## src/rtl/sonic_obstacle_filter.sv

```systemverilog
// sonic_obstacle_filter
//   Smooths ultrasonic distance samples with a moving average over a
//   2^AVG_LOG2 window and applies confirm-count hysteresis before raising
//   `stop`. Fails safe: `stop` is held while the window is filling, and the
//   block drops into a timeout state if samples stop arriving.
//
// Ports
//   clk        : system clock
//   rst        : synchronous reset, active low
//   dist_in    : raw distance sample (0.1 mm units)
//   dist_valid : one-cycle strobe qualifying dist_in
//   stop       : obstacle / fail-safe stop request (decoded from state register)
//   avg_dist   : registered window average
//   avg_valid  : one-cycle strobe, avg_dist refreshed from a full window
//   timeout    : high while in the timeout state
module sonic_obstacle_filter #(
  parameter int DIST_W      = 20,
  parameter int AVG_LOG2    = 2,
  parameter int NEAR_TH     = 4000,
  parameter int FAR_TH      = 4500,
  parameter int CONFIRM     = 2,
  parameter int TIMEOUT_CYC = 15_000_000
) (
  input  logic              clk,
  input  logic              rst,
  input  logic [DIST_W-1:0] dist_in,
  input  logic              dist_valid,
  output logic              stop,
  output logic [DIST_W-1:0] avg_dist,
  output logic              avg_valid,
  output logic              timeout
);

  localparam int DEPTH  = 1 << AVG_LOG2;
  localparam int SUM_W  = DIST_W + AVG_LOG2;
  localparam int FILL_W = AVG_LOG2 + 1;
  localparam int CONF_W = $clog2(CONFIRM + 1);
  localparam int TO_W   = (TIMEOUT_CYC > 1) ? $clog2(TIMEOUT_CYC) : 1;

  typedef enum logic [1:0] {
    S_FILL,
    S_CLEAR,
    S_NEAR,
    S_TIMEOUT
  } state_t;

  state_t              state_reg;
  logic [DIST_W-1:0]   window_reg [DEPTH];
  logic [AVG_LOG2-1:0] wr_ptr_reg;
  logic [SUM_W-1:0]    sum_reg;
  logic [FILL_W-1:0]   fill_cnt_reg;
  logic [CONF_W-1:0]   confirm_reg;
  logic [TO_W-1:0]     to_cnt_reg;
  logic [DIST_W-1:0]   avg_dist_reg;
  logic                avg_valid_reg;

  logic [SUM_W-1:0]    sum_next;
  logic [DIST_W-1:0]   avg_next;
  logic [CONF_W-1:0]   confirm_inc;
  logic                confirm_done;
  logic                is_near;
  logic                is_far;
  logic                to_terminal;
  logic                to_fire;
  logic                fill_last;

  // Unfilled / flushed entries hold zero, so the oldest entry can always be
  // subtracted unconditionally. The sum is wide enough that it never wraps,
  // and it is always >= the oldest entry, so the subtraction cannot underflow.
  always_comb begin
    sum_next     = sum_reg + SUM_W'(dist_in) - SUM_W'(window_reg[wr_ptr_reg]);
    avg_next     = sum_next[SUM_W-1:AVG_LOG2];
    is_near      = (avg_next < DIST_W'(NEAR_TH));
    is_far       = (avg_next >= DIST_W'(FAR_TH));
    confirm_inc  = confirm_reg + 1'b1;
    confirm_done = (confirm_inc == CONF_W'(CONFIRM));
    to_terminal  = (to_cnt_reg == TO_W'(TIMEOUT_CYC - 1));
    // A sample arriving on the terminal count keeps the filter alive.
    to_fire      = to_terminal && !dist_valid;
    fill_last    = (fill_cnt_reg == FILL_W'(DEPTH - 1));
  end

  always_ff @(posedge clk) begin
    if (!rst) begin
      state_reg     <= S_FILL;
      wr_ptr_reg    <= '0;
      sum_reg       <= '0;
      fill_cnt_reg  <= '0;
      confirm_reg   <= '0;
      to_cnt_reg    <= '0;
      avg_dist_reg  <= '0;
      avg_valid_reg <= 1'b0;
      for (int i = 0; i < DEPTH; i++) window_reg[i] <= '0;
    end else begin
      avg_valid_reg <= 1'b0;

      if (dist_valid)        to_cnt_reg <= '0;
      else if (!to_terminal) to_cnt_reg <= to_cnt_reg + 1'b1;

      if (to_fire) begin
        // Flush history so the first sample after recovery starts a new window.
        state_reg    <= S_TIMEOUT;
        wr_ptr_reg   <= '0;
        sum_reg      <= '0;
        fill_cnt_reg <= '0;
        confirm_reg  <= '0;
        for (int i = 0; i < DEPTH; i++) window_reg[i] <= '0;
      end else if (dist_valid) begin
        window_reg[wr_ptr_reg] <= dist_in;
        wr_ptr_reg             <= wr_ptr_reg + 1'b1;
        sum_reg                <= sum_next;

        case (state_reg)
          // TIMEOUT was flushed on entry, so its first sample behaves as a fill.
          S_FILL, S_TIMEOUT: begin
            confirm_reg <= '0;
            if (fill_last) begin
              fill_cnt_reg  <= FILL_W'(DEPTH);
              avg_valid_reg <= 1'b1;
              avg_dist_reg  <= avg_next;
              state_reg     <= is_near ? S_NEAR : S_CLEAR;
            end else begin
              fill_cnt_reg  <= fill_cnt_reg + 1'b1;
              state_reg     <= S_FILL;
            end
          end

          S_CLEAR: begin
            avg_valid_reg <= 1'b1;
            avg_dist_reg  <= avg_next;
            if (is_near) begin
              if (confirm_done) begin
                state_reg   <= S_NEAR;
                confirm_reg <= '0;
              end else begin
                confirm_reg <= confirm_inc;
              end
            end else begin
              confirm_reg <= '0;
            end
          end

          S_NEAR: begin
            avg_valid_reg <= 1'b1;
            avg_dist_reg  <= avg_next;
            // Averages inside the hysteresis band just reset the streak.
            if (is_far) begin
              if (confirm_done) begin
                state_reg   <= S_CLEAR;
                confirm_reg <= '0;
              end else begin
                confirm_reg <= confirm_inc;
              end
            end else begin
              confirm_reg <= '0;
            end
          end

          default: state_reg <= S_FILL;
        endcase
      end
    end
  end

  assign stop      = (state_reg != S_CLEAR);
  assign timeout   = (state_reg == S_TIMEOUT);
  assign avg_dist  = avg_dist_reg;
  assign avg_valid = avg_valid_reg;

endmodule

```

## config.mk

```make
export PLATFORM = sky130hd
export DESIGN_NAME = sonic_obstacle_filter
export DESIGN_NICKNAME = d
export VERILOG_FILES = /design/src/rtl/sonic_obstacle_filter.sv
export SDC_FILE = /design/constraint.sdc
export NUM_CORES = 1
export LEC_CHECK = 0
export BUFFER_PORTS_ARGS = -buffer_cell sky130_fd_sc_hd__buf_2
export CAP_MARGIN = 20
export CORE_AREA = 2 2 128 130
export DETAILED_ROUTE_END_ITERATION = 8
export DIE_AREA = 0 0 130 132
export MAX_ROUTING_LAYER = met4
export PLACE_DENSITY = 0.79
export SYNTH_ARGS = -nofsm -noshare
export SYNTH_HDL_FRONTEND = slang
export SYNTH_SLANG_ARGS = --single-unit
```

## constraint.sdc

```tcl
create_clock -name clk -period 14.4 [get_ports clk]
set_clock_uncertainty 0.2 [all_clocks]
set_input_delay 1.44 -clock clk [delete_from_list [all_inputs] [get_ports clk]]
set_output_delay 1.44 -clock clk [all_outputs]
set_load 0.01 [all_outputs]
```

==> metrics.md, run 1 <==
| Metric | Value |
|---|---|
| Xor and xnor area share after synthesis | 4.11% |
| Achievable Freq | 180 MHz |
| CTS Sinks | 158 |
| Yosys warns | 0 |
| WS Path Type | reg -> reg |
| VDD IR max | 0.141 mV |
| CP Data Arrival Time | 5670 ps |
| Unrepaired setup endpoints after global routing | false |
| Hold Crit Class | reg -> reg |
| Worst Path Required | 14520 ps |
| CP delay by family, top | compound AO/OA/AOI/OAI gates |
| H-tree depth | 4 |
| Post-DR vias/cell | 5.59 |
| Largest family of logic cells by synthesized area | simple AND/OR/NAND/NOR gates |
| Setup WS pre-CTS | 8810 ps |
| Initial Utilization | 55.6% |
| Nets | 967 |
| Total number of vias | 6275 |
| Number of fill cells in the layout | 1280 |
| Lkg Pwr | 4.12 nW |
| Row count | 46 |
| Critical hold path startpoint | confirm_reg[1]$_SDFFE_PP0P_ |
| Number of global-route vias before repair | 6150 |
| Post-synth ARST share | 0% |
| Final core utilization | 62.1% |
| Syn avg cell area | 10.2 um^2 |
| Port-buffer cells | 45 |
| Post-synthesis mux area share | 7.71% |
| Number of synthesized flops with an enable pin | 80 |
| CTS buffer count | 17 |
| Die Height | 132 um |
| Final Max Tran Viols | 0 |
| First-pass GRT wire length | 31600 um |
| Largest net degree at the start of global routing | 43 |
| Clk slew on worst S/H paths | 60 ps |
| Buf+Inv Stages, Crit Path | 2 |
| Slew margin rel. | 31.5% |
| Cell area after synthesis | 8730 um^2 |
| Adder-cell share of the synthesized area | 9.17% |
| Synth top area cells | edfxtp_1, dfxtp_1, and2_1 |
| Pwr Density | 203 nW/um^2 |
| RD Place Congestion | 0.978 |
| Final hold slack | 246 ps |
| Root Buffer | clkbuf_16 |
| Worst path max stage delay | 700 ps |
| Non-Filler Instances | 1122 |
| Wirelength, routed | 19600 um |
| DR WL/cell | 17.5 um |
| Max-cap violations | 0 |
| Placed Instances | 1089 |
| Worst-Margin Slew | 1030 ps |
| Die area | 17200 um^2 |
| Worst Path Max Fanout | 12 |
| Gr usage total | 24.9% |
| Remaining Overflow, GRT | 0 |
| Final Cell Area | 9750 um^2 |
| Clock tree buffer depth | 2 |
| Layout cells sized above 1 | 13.3% |
| Area Growth Syn to Fin | 11.7% |
| Synth Area in Simple Gates | 17.7% |
| Hold buffer count at CTS | 0 |
| Max FFs per register | 80 |
| Synth Flop Type | edfxtp_1 |
| Register area | 3960 um^2 |
| Setup tns final | 0 ps |
| Yosys top cell area share | 27.5% |
| Cell taking the most area after synthesis | edfxtp_1 |
| DR iter-0 viols | 471 |
| CTS tree | yes |
| Crit path time final | 5540 ps |
| Worst Setup Start Kind | flip-flop |
| Status | completed |
| Pwr Total | 1.98 mW |
| Share of the yosys chip area belonging to registers | 45.4% |
| Post-synthesis register bit count | 158 |
| Mapped Nets | 931 |
| Clk Latency, worst-skew pair | 440 ps |
| HPWL after detailed placement | 13800 um |
| Die Wd | 130 um |
| Initial antenna violation count | 1 |
| Post-synthesis compound-gate area fraction | 10.1% |
| Io pins | 46 |
| Worst path cell trace | buf_4 > mux4_2 > fa_1 > inv_1 > fa_1 > a211oi_2 > o21a_1 > nor4_1 > or4_4 > a222oi_1 > nand4_1 > nor3_2 > o32a_2 > nand2_1 > o311a_1 |
| Post-CTS Setup Bufs | 0 |
| DRC viols | 0 |
| Crit share post-route | 38.5% |
| Multi-input logic area | 4270 um^2 |
| Core area | 15700 um^2 |
| Post-cts sizing count | 0 |
| Cells after synthesis | 856 |
| Drt pass-1 iters | 5 |
| Crit end category | flip-flop |
| Final Setup Violations | 0 |
| Final Hold Viols | 0 |
| Final ANT Viol Nets | 0 |
| Final WS setup | 8860 ps |
| Cell variety after synth | 64 |
| Most common cell on crit path | fa_1 |
| Placed Area | 9150 um^2 |
| CP max stage cell | dfxtp_1 |
## synthesized netlist by cell type (16+ instances only)
cell	n
inv_1	95
and2_1	91
edfxtp_1	80
dfxtp_1	78
nand2_1	73
nor2_1	60
a21oi_1	34
ha_1	32
clkbuf_1	29
o21ai_0	25
xor2_1	24
fa_1	20
mux2i_1	20
mux4_2	20
xnor2_1	17
nand3_1	16
## cell families (layout without fill, tap and decap cells)
| family | count (synthesis) | count (layout) |
|---|---|---|
| AOI/OAI and AO/OA | 133 | 133 |
| DFF | 158 | 158 |
| buffers and inverters | 131 | 180 |
| other | 0 | 1 |
| xor gates and xnor gates | 41 | 41 |
| and+or+nand+nor | 299 | 299 |
| adders and majority gates | 52 | 52 |
| muxes | 42 | 42 |
## power breakdown
group	switching, mW	internal, mW	total, mW
logic	0.605	0.353	0.959
clock network	0.184	0.272	0.455
registers	0.0329	0.532	0.565
## worst min-delay path: cells and delay by family, from the launching register on
kind / cells / cell delay, ps
DFF: 1 / 310
and+or+nand+nor: 1 / 60
AOI/OAI and AO/OA: 1 / 40
## cells in the final DEF (no fill, tap or decap), types with 16 or more instances in the layout
cell type	Yosys	final
inv_1	95	95
and2_1	91	91
edfxtp_1	80	80
dfxtp_1	78	78
nand2_1	73	73
nor2_1	60	60
buf_2	4	45
a21oi_1	34	34
ha_1	32	32
o21ai_0	25	24
xor2_1	24	24
clkbuf_16	0	21
mux4_2	20	20
mux2i_1	20	20
fa_1	20	20
xnor2_1	17	17
nand3_1	16	16
## final timing paths
| kind | slack (ps) | cells past startpoint | to |
|---|---|---|---|
| max | 8860 | 15 | state_reg[1]$_SDFFE_PN0P_ |
| min | 250 | 2 | confirm_reg[1]$_SDFFE_PP0P_ |
| max reg2reg | 8860 | 15 | state_reg[1]$_SDFFE_PN0P_ |
| min reg2reg | 250 | 2 | confirm_reg[1]$_SDFFE_PP0P_ |
## area by class of cell
| cell class | count | area share (%) |
|---|---|---|
| antenna | 1 | 0.0257 |
| clock buffer | 26 | 5.79 |
| clock inverter | 6 | 0.423 |
| inverter | 95 | 3.66 |
| multi-input combinational | 567 | 43.8 |
| sequential | 158 | 40.6 |
| tap | 216 | 2.77 |
| timing repair buffer | 53 | 2.92 |
## routing by layer
metal	part of all wire (%)	track usage, %	vias to the layer above
li1	-	-	3009
met1	45	33.0	3026
met2	46	37.3	198
met3	5.6	5.28	42
met4	3.1	9.80	0
met5	0	-	-
Power figures use the tool's default switching activity.
==> run 2: changes to the inputs <==
- PLACE_DENSITY: 0.79 -> 0.82
- clock period: 14.4 -> 4.79 ns (I/O delays scaled with it)
==> run 2 against run 1 <==
Net effect:
- the run now ends with negative setup slack left
- combinational power rose to 3.8 times the previous value
- largest power group unchanged
- hold slack worse by 61 ps
- non-clock buffer count grew 59
==> metrics.md, run 2 (synthesis results as in run 1) <==
| Metric | Value |
|---|---|
| Status | finished with violations |
| Failing checks | negative setup slack |
| Worst Path Required | 4950 ps (-9570 ps) |
| Wirelength, routed | 21700 um (+10%) |
| Final Max Tran Viols | 0 (unchanged) |
| Number of fill cells in the layout | 1164 (-9.1%) |
| Initial antenna violation count | 1 (unchanged) |
| Pwr Density | 648 nW/um^2 (+220%) |
| Part of the power in registers | 25.2% (-3.3 points) |
| Reg2reg setup slack | -20 ps (-8880 ps) |
| Core area | 15700 um^2 (unchanged) |
| Sw Ratio | 40.8% (-0.78 points) |
| Clk Latency, worst-skew pair | 430 ps (about the same) |
| Number of global-route vias before repair | 6772 (+10%) |
| Combinational power share | 54.8% (+6.3 points) |
| Non-Filler Instances | 1180 (+5.2%) |
| Worst Path Max Fanout | 4 (-8) |
| CTS Sinks | 158 (unchanged) |
| Worst Setup Start Kind | flip-flop |
| Die Wd | 130 um (unchanged) |
| CP max stage cell | mux4_2 |
| Setup WS pre-CTS | -61.0 ps (-8880 ps) |
| Hold Crit Class | in -> reg |
| Lkg Pwr | 4.41 nW (+7.2%) |
| Row count | 46 (unchanged) |
| Io pins | 46 (unchanged) |
| CP Data Arrival Time | 4970 ps (-700 ps) |
| Slew margin rel. | 39.4% (+7.8 points) |
| WS Path Type | reg -> reg |
| Area Growth Syn to Fin | 18.8% |
| First-pass GRT wire length | 34400 um (+8.9%) |
| Worst path cell trace | buf_6 > mux4_2 > fa_1 > inv_2 > fa_2 > a211oi_4 > o21a_1 > nor4_4 > or4_4 > a222oi_1 > nand4_1 > nor3_2 > buf_4 > nand2_1 > a211o_1 > a21oi_2 |
| Final Setup Violations | 1 (+1) |
| CTS buffer count | 17 (unchanged) |
| Crit share post-route | 100% (+62 points) |
| Final Cell Area | 10400 um^2 (+6.4%) |
| DRC viols | 0 (unchanged) |
| Achievable Freq | 208 MHz (+15%) |
| Share of total power in the clock network | 20.0% (-3.0 points) |
| H-tree depth | 4 (unchanged) |
| VDD IR max | 0.466 mV (+230%) |
| Layout cells sized above 1 | 21.4% (+8.1 points) |
| Internal power | 3.99 mW (+240%) |
| Placed Area | 9550 um^2 (+4.4%) |
| Most frequent cells in the layout | inv_1, and2_1, edfxtp_1 |
| Worst path max stage delay | 520 ps (-180 ps) |
| Final ANT Viol Nets | 0 (unchanged) |
| Port-buffer cells | 45 (unchanged) |
| Initial Utilization | 55.6% (unchanged) |
| Remaining Overflow, GRT | 0 (unchanged) |
| CTS tree | yes |
| Total number of vias | 6617 (+5.5%) |
| Crit path time final | 4810 ps (-735 ps) |
| Root Buffer | clkbuf_16 |
| Crit end category | flip-flop |
| CP delay by family, top | compound AO/OA/AOI/OAI gates |
| Die area | 17200 um^2 (unchanged) |
| Final Hold Viols | 0 (unchanged) |
| Unrepaired setup endpoints after global routing | true |
| Worst-Margin Slew | 910 ps (-116 ps) |
| # diodes | 0 (-1) |
| Net Sw Power | 2.74 mW (+230%) |
| Clock tree buffer depth | 2 (unchanged) |
| Clk slew on worst S/H paths | 70 ps (about the same) |
| Final WS setup | -18.8 ps (-8880 ps) |
| Most common cell after layout, fill and taps aside | inv_1 |
| HPWL after detailed placement | 15100 um (+9.8%) |
| DR WL/cell | 18.3 um (+4.8%) |
| Max FFs per register | 80 (unchanged) |
| Largest net degree at the start of global routing | 29 (-33%) |
| DR iter-0 viols | 572 (+21%) |
| RD Place Congestion | 1.00 (+2.6%) |
| Critical hold path startpoint | dist_in[9] |
| Placed Instances | 1143 (+5.0%) |
| Max-cap violations | 0 (unchanged) |
| Buf+Inv Stages, Crit Path | 3 (+1) |
| Post-DR vias/cell | 5.61 (+0.27%) |
| Gr usage total | 26.9% (+2.1 points) |
| Hold buffer count at CTS | 0 (unchanged) |
| Drt pass-1 iters | 5 (unchanged) |
| Die Height | 132 um (unchanged) |
| Nets | 1026 (+6.1%) |
==> run 2: cell count changes in the layout (fill, tap and decap cells not counted), moves of 3 or more <==
cell      previous run  this run
ha_1                32        24
buf_6                0         3
clkinv_4             1         4
a21oi_2              3        12
buf_4                8        63
a21oi_1             34        25
ha_4                 0         6
==> run 2: layer usage <==
metal / vias to the layer above / track usage (%) / wire [um]
met1: 3217 / 34.1 / 9320
met2: 214 / 42.6 / 10600
li1: 3128 / - / -
met5: - / - / 0
met3: 58 / 5.56 / 963
met4: 0 / 10.3 / 767
==> run 2: final cells by class <==
| cell class | instances | area [um^2] | share of cell area [%] |
|---|---|---|---|
| repair buffers | 112 | 752 | 7.25 |
| clock inverters | 10 | 104 | 1.00 |
| inverters | 95 | 357 | 3.44 |
| multi-input cells | 567 | 4440 | 42.8 |
| well taps | 216 | 270 | 2.60 |
| flip-flops and latches | 158 | 3970 | 38.2 |
| clock buffers | 22 | 487 | 4.69 |
==> run 2: stage by stage <==
stage | hold slack (ps) | setup TNS (ps) | total power, mW | utilization [%]
CTS | 174 | 0 | 6.49 | 65.0
global placement | 228 | 0 | 4.98 | 60.8
global route | 187 | -743 | 7.13 | 66.0
detailed placement | 234 | -115 | 5.04 | 60.8
floorplan | 212 | 0 | 3.81 | -
finish | 185 | -18.8 | 6.73 | 66.0
==> run 2: path summary, 6_finish.rpt <==
kind	cells past startpoint	endpoint
setup / recovery	16	confirm_reg[0]$_SDFFE_PP0P_
hold / removal	2	window_reg[1][9]$_SDFFCE_PN0P_
setup reg to reg	16	confirm_reg[0]$_SDFFE_PP0P_
hold reg to reg	2	avg_dist[11]$_SDFFE_PN0P_
==> run 2: timing repair <==
| action | 4_1_cts | 5_1_grt |
|---|---|---|
| cloned | 0 | 0 |
| setup buffers | 1 | 4 |
| gates resized for setup | 14 | 23 |
| setup endpoints to repair | 4 | 4 |
| pin swaps | 6 | 15 |
==> run 2: power groups by stage <==
stage          Sequential, mW  Clock, mW  Combinational, mW
3_5_place_dp             1.72          0               3.33
3_3_place_gp             1.71          0               3.28
2_1_floorplan            1.71          0               2.10
4_1_cts                  1.69       1.36               3.44
5_1_grt                  1.71       1.42               4.00
6_report                 1.69       1.35               3.69
